[src/rtl/collatz_pkg.sv]
// Shared types and default widths for the Collatz iteration engine.
package collatz_pkg;

  localparam int DEF_N_BITS   = 32;
  localparam int DEF_CNT_BITS = 16;

  typedef enum logic [1:0] {
    IDLE = 2'd0,
    RUN  = 2'd1,
    FIN  = 2'd2
  } state_t;

endpackage

[src/rtl/collatz_next.sv]
// Combinational next-value step: halve if even, 3x+1 if odd, with overflow flag.
module collatz_next #(
  parameter int N_BITS = 32
) (
  input  logic [N_BITS-1:0] cur,
  output logic [N_BITS-1:0] nxt,
  output logic              ovf
);

  // Two extra bits hold the full 3x+1 result so overflow is just the top bits.
  logic [N_BITS+1:0] triple;

  assign triple = {2'b00, cur} + {1'b0, cur, 1'b0} + {{(N_BITS+1){1'b0}}, 1'b1};
  assign nxt    = cur[0] ? triple[N_BITS-1:0] : {1'b0, cur[N_BITS-1:1]};
  assign ovf    = cur[0] & (|triple[N_BITS+1:N_BITS]);

endmodule

[src/rtl/collatz_engine.sv]
// Collatz step-count engine: IDLE/RUN/FIN FSM around a single collatz_next.
// Define COLLATZ_MAXVAL_EN to add the maxval output (peak value of the run).
module collatz_engine
  import collatz_pkg::*;
#(
  parameter int N_BITS   = DEF_N_BITS,
  parameter int CNT_BITS = DEF_CNT_BITS
) (
  input  logic                clk,
  input  logic                reset,
  input  logic                go,
  input  logic [N_BITS-1:0]   n,
  output logic                busy,
  output logic                done,
  output logic [N_BITS-1:0]   dout,
  output logic [CNT_BITS-1:0] count,
`ifdef COLLATZ_MAXVAL_EN
  output logic [N_BITS-1:0]   maxval,
`endif
  output logic                err
);

  state_t            state;
  logic [N_BITS-1:0] nxt;
  logic              ovf;

  collatz_next #(.N_BITS(N_BITS)) u_next (
    .cur (dout),
    .nxt (nxt),
    .ovf (ovf)
  );

  // NOTE: sequential state uses non-blocking assignments so every register
  // samples pre-edge values regardless of statement order.
  always_ff @(posedge clk) begin
    if (reset) begin
      state  <= IDLE;
      busy   <= 1'b0;
      done   <= 1'b0;
      err    <= 1'b0;
      dout   <= '0;
      count  <= '0;
`ifdef COLLATZ_MAXVAL_EN
      maxval <= '0;
`endif
    end else if (go) begin
      // A new start wins over everything, including an in-flight run or FIN.
      state  <= RUN;
      busy   <= 1'b1;
      done   <= 1'b0;
      err    <= 1'b0;
      dout   <= n;
      count  <= '0;
`ifdef COLLATZ_MAXVAL_EN
      maxval <= n;
`endif
    end else begin
      case (state)
        RUN: begin
          if (dout == '0 || &count || ovf) begin
            state <= FIN;
            busy  <= 1'b0;
            done  <= 1'b1;
            err   <= 1'b1;
          end else if (dout == N_BITS'(1)) begin
            state <= FIN;
            busy  <= 1'b0;
            done  <= 1'b1;
          end else begin
            dout  <= nxt;
            count <= count + CNT_BITS'(1);
`ifdef COLLATZ_MAXVAL_EN
            if (nxt > maxval) maxval <= nxt;
`endif
          end
        end
        FIN: begin
          state <= IDLE;
          done  <= 1'b0;
        end
        default: begin
          state <= IDLE;
          busy  <= 1'b0;
          done  <= 1'b0;
        end
      endcase
    end
  end

endmodule

[config.mk]
export PLATFORM = sky130hd
export DESIGN_NAME = collatz_engine
export DESIGN_NICKNAME = d
export VERILOG_FILES = /design/src/rtl/collatz_pkg.sv /design/src/rtl/collatz_next.sv /design/src/rtl/collatz_engine.sv
export SDC_FILE = /design/constraint.sdc
export NUM_CORES = 1
export LEC_CHECK = 0
export ABC_AREA = 0
export BUFFER_PORTS_ARGS = -buffer_cell sky130_fd_sc_hd__buf_2
export CORE_AREA = 2 2 96 98
export CTS_BUF_LIST = sky130_fd_sc_hd__clkbuf_8
export DETAILED_ROUTE_END_ITERATION = 6
export DIE_AREA = 0 0 98 100
export PLACE_DENSITY = 0.8
export SYNTH_ARGS = -nofsm -noshare
export SYNTH_HDL_FRONTEND = slang
export SYNTH_SLANG_ARGS = --single-unit
[constraint.sdc]
create_clock -name clk -period 5.2 [get_ports clk]
set_input_delay 1.04 -clock clk [delete_from_list [all_inputs] [get_ports clk]]
set_output_delay 1.04 -clock clk [all_outputs]
set_load 0.005 [all_outputs]
==> flow_results.org <==
** STA
- Setup clock skew after layout :: 0.0138 ns
- Worst slew margin :: 0.295
- Peak clock frequency supported by timing :: 247 MHz
- The worst path needs 4.06 ns of the cycle, external delays included.
- Slew Viols, Final :: 0
- Unrepaired setup endpoints after global routing :: no
- Dividing the final minimum period by the clock period gives 0.780.
- Hold Fails Final Rpt :: 0
- Total setup violations reported at the end of the flow :: 0
- For the pin with the worst max-slew slack, the measured transition is about 1.1 ns.
- Summed over all failing endpoints, the final setup total negative slack is 0 ns.

** Cells and area
- Across the whole layout, storage elements account for approximately 1000 µm².
- Count of nets after finishing :: 802
- Fill cells in the final layout number 870.
- The number of antenna diodes in the final layout is 0.
- Summing all multi-input logic gate instances after layout gives 3560 µm².
- Layout cells sized above 1 :: 0.158
- For this run, the number of standard cells in the final layout without fillers is about 830.
- Area Overhead vs Synth :: 11.2%

** Detailed routing
- Number of nets still failing antenna checks after routing :: 0
- For this run, design rule violations remaining after detail routing come to 0.
- For this block, the routed nets add up to 13,700 µm of wire.
- Before antenna repair, the detailed router went through 5 iterations.
- Drt first-iter violations :: between 300 and 400
- Vias/cell :: 6.17
- WL per Instance :: around 17 µm
- Total number of vias :: approximately 5,000

** Clock tree
- Postcts setup bufs :: 0
- Clock H-tree levels :: 2
- Clock-pin slew was measured on the worst setup and hold paths at 0.12 ns.
- Number of buffers added to fix hold violations after cts :: 0
- Buffer type at the clock tree root :: sky130_fd_sc_hd__clkbuf_8
- The tree built by TritonCTS fans out to 52 sinks.
- Clock tree synthesis inserted a total of 5 buffers.
- TritonCTS clock tree :: yes
- Latest clock arrival within the worst-skew pair :: 0.33 ns
- Clock buffer depth :: 2
- After clock tree synthesis, the repair step resized 0 gates.

** Power
- Internal :: approximately 0.00066 W
- In this run the power density over the cells is 196 nW/µm².
- The share of total power dissipated in the clock network is 0.255.
- Of the total power, the share spent switching nets is 0.385.
- Net switching component of the power :: between 0.0004 and 0.0005 W
- The share of total power dissipated in combinational logic is 0.328.
- The worst-case IR drop observed on VDD is between 100 and 150 µV.
- For this design the static power due to leakage is about 2.2 nW.
- Share of power burned in registers :: 0.417

** Logic synthesis
- Flip-flop and latch count after synthesis :: 52
- After synthesis, the mean cell area works out to 7.49 µm².
- Top cells by area in the synthesized netlist :: sky130_fd_sc_hd__dfxtp_1 (21%), sky130_fd_sc_hd__ha_1 (13%), sky130_fd_sc_hd__nand2_1 (5.9%)
- Counting every instance in the synthesized netlist gives 656.
- Number of flops mapped to enable cells by yosys :: 0
- Of the post-synthesis cell area, the dominant cell type holds 0.212.
- Ranked by instance count, the synthesized netlist is headed by sky130_fd_sc_hd__nand2_1 (77), sky130_fd_sc_hd__ha_1 (53), sky130_fd_sc_hd__dfxtp_1 (52), sky130_fd_sc_hd__nor2_1 (52), sky130_fd_sc_hd__inv_1 (44).
- Yosys instantiated no cell more often than sky130_fd_sc_hd__nand2_1.
- After synthesis the cells add up to 4910 µm².
- Sequential cell area fraction in the yosys report :: 0.212
- During synthesis, Yosys emitted a total of 0 warnings.
- Dominant cell type by area after synthesis :: sky130_fd_sc_hd__dfxtp_1
- In the synthesized netlist the dominant register cell turns out to be sky130_fd_sc_hd__dfxtp_1.
- Number of nets produced by synthesis :: 745
- After synthesis, the share of flip-flops with an asynchronous set or reset is 0.
- The number of different library cells used by synthesis comes to 58.

** Critical path
- Count of cells along the worst register-to-register path :: 11
- The worst register-to-register path ends at dout[31]$_SDFFE_PP0P_.
- Worst setup SP type :: register
- Data on the critical path is required at its endpoint by 5.44 ns.
- The critical path in this run is classified as register to register.
- The critical path goes through inv_1 -> ha_1 -> o211ai_1 -> a211oi_1 -> o31ai_1 -> a21oi_1 -> o41ai_1 -> a311o_1 -> or2_1 -> or4_1 -> a311oi_1.
- Worst-case register-to-register setup slack :: about 1.1 ns
- Endpoint arrival time on the critical path :: approximately 4.3 ns
- Worst-path maximum fanout :: 15
- Type of destination of the critical path :: register
- The largest individual stage delay along the critical path comes from the cell sky130_fd_sc_hd__or4_1.
- Worst R2R Start :: dout[2]$_SDFFE_PP0P_
- The largest single stage delay on the critical path is 0.58 ns.

** Die
- For this configuration, the core starts out at a cell density of 0.553.
- Die Wd :: 98 µm
- I/O pin total :: 86
- Core Region :: 8890 µm²
- Vert. Die Dim :: ~100 µm
- Die Footprint :: between 9000 and 10,000 µm²
- Number of core rows :: 35

** GRT
- Final global-route overflow total :: 0
- Number of global-route vias before repair :: approximately 4,800
- Pin count of the biggest net entering global routing :: 60
- Across every metal layer, demand over resource in global routing totals 0.275.
- The initial antenna violation count is 0.
- The first global-routing pass estimated roughly 23,000 µm of wire.

** Run status
- Run status :: finished, final reports clean

** Min path
- Hold endpoint :: err$_SDFFE_PP0P_
- The worst hold path begins at err$_SDFFE_PP0P_.
- In this run the worst hold path is classified as register to register.
- Along the worst hold path, the cell count comes to 2.

** Place
- Routability Congestion :: between 0.9 and 1
- Number of placed cells counting well taps :: 817
- Port-buffer cells :: 85
- HPWL Detailed :: 10,100 µm

** Run
- The tool flagged a number of max-cap violations equal to 0.
==> final cells by class <==
cell class,instances,area share
Clock buffer,5,0.0126
Clock inverter,3,0.00527
Inverter,44,0.0302
Multi-Input combinational cell,520,0.651
Sequential cell,52,0.191
Tap cell,111,0.0254
Timing Repair Buffer,90,0.0847
==> registers in the layout, summed over array words and instances, names as in the netlist, named ones only <==
signal / flops
dout: 31
count: 16
state: 1
err: 1
busy: 1
done: 1
==> cell families (layout without fill, tap and decap cells) <==
group,count (synthesis),in the layout,share of synthesized area
AOI/OAI and AO/OA,170,170,0.237
xor gates and xnor gates,37,37,0.0660
adders and majority gates,54,54,0.139
buffers and inverters,84,142,0.0652
DFF,52,52,0.212
muxes,17,17,0.0351
and+or+nand+nor,242,242,0.246
==> stage by stage <==
step	utilization	power, W	hold slack (ns)	area [µm²]	setup WS (ns)
floorplan	-	0.000699	0.460	4910	1.73
global placement	0.604	0.000793	0.453	5370	1.44
detailed placement	0.604	0.000802	0.477	5370	1.25
CTS	0.614	0.00107	0.501	5460	1.21
global route	0.614	0.00113	0.525	5460	0.787
finish	0.614	0.00107	0.507	5460	1.14
==> worst max path at each step <==
| stage | start | to | slack, ns |
|---|---|---|---|
| detailed placement | dout[2]$_SDFFE_PP0P_ | dout[31]$_SDFFE_PP0P_ | 1.25 |
| finish | dout[2]$_SDFFE_PP0P_ | dout[31]$_SDFFE_PP0P_ | 1.14 |
| global route | dout[2]$_SDFFE_PP0P_ | dout[18]$_SDFFE_PP0P_ | 0.79 |
| global placement | dout[2]$_SDFFE_PP0P_ | dout[31]$_SDFFE_PP0P_ | 1.44 |
| floorplan | dout[0]$_SDFFE_PP0P_ | dout[31]$_SDFFE_PP0P_ | 1.73 |
| CTS | dout[2]$_SDFFE_PP0P_ | dout[31]$_SDFFE_PP0P_ | 1.21 |
==> per-layer routing <==
metal,track usage,up-vias,part of all wire
met5,0,-,0
met4,0.0759,0,0.015
met3,0.0397,20,0.056
met2,0.466,172,0.48
met1,0.367,2415,0.45
li1,-,2485,-
==> placed cells by master (no fill, tap or decap), types with 4 or more instances in the layout <==
cell,Yosys,final
sky130_fd_sc_hd__buf_4,0,5
sky130_fd_sc_hd__inv_1,44,44
sky130_fd_sc_hd__buf_2,4,85
sky130_fd_sc_hd__or4_1,21,21
sky130_fd_sc_hd__o31ai_1,7,7
sky130_fd_sc_hd__or3_1,6,6
sky130_fd_sc_hd__nor3_1,10,10
sky130_fd_sc_hd__and3_1,4,4
sky130_fd_sc_hd__nand3b_1,10,10
sky130_fd_sc_hd__nor4_1,9,9
sky130_fd_sc_hd__a211oi_1,8,8
sky130_fd_sc_hd__nor2_1,52,50
sky130_fd_sc_hd__ha_1,53,53
sky130_fd_sc_hd__o22ai_1,5,5
sky130_fd_sc_hd__a21oi_1,43,43
sky130_fd_sc_hd__and2_1,6,6
sky130_fd_sc_hd__a21o_1,5,5
sky130_fd_sc_hd__o221ai_1,12,12
sky130_fd_sc_hd__nand2b_1,6,6
sky130_fd_sc_hd__a311oi_1,4,4
sky130_fd_sc_hd__clkbuf_8,0,5
sky130_fd_sc_hd__nand2_1,77,77
sky130_fd_sc_hd__xor2_1,14,14
sky130_fd_sc_hd__dfxtp_1,52,51
sky130_fd_sc_hd__nand4_1,12,12
sky130_fd_sc_hd__o211ai_1,11,11
sky130_fd_sc_hd__mux2i_1,15,15
sky130_fd_sc_hd__o311ai_0,8,8
sky130_fd_sc_hd__nand3_1,17,17
sky130_fd_sc_hd__xnor2_1,23,23
sky130_fd_sc_hd__o21ai_0,34,34
==> power by group through the flow <==
stage | clock network [W] | logic, W | registers (W)
floorplan | 0 | 0.000249 | 0.000450
global placement | 0 | 0.000338 | 0.000455
detailed placement | 0 | 0.000346 | 0.000456
CTS | 0.000277 | 0.000348 | 0.000447
global route | 0.000288 | 0.000392 | 0.000450
finish | 0.000273 | 0.000352 | 0.000447
==> critical path, delay by kind of cell (launching register included) <==
kind / cells / cell delay (ns)
AO/OA/AOI/OAI: 7 / 1.97
AND/OR/NAND/NOR: 2 / 1.05
flip-flops: 1 / 0.44
adder cells (fa/ha/maj): 1 / 0.40
buffers and inverters: 1 / 0.11
Power figures use the tool's default switching activity.
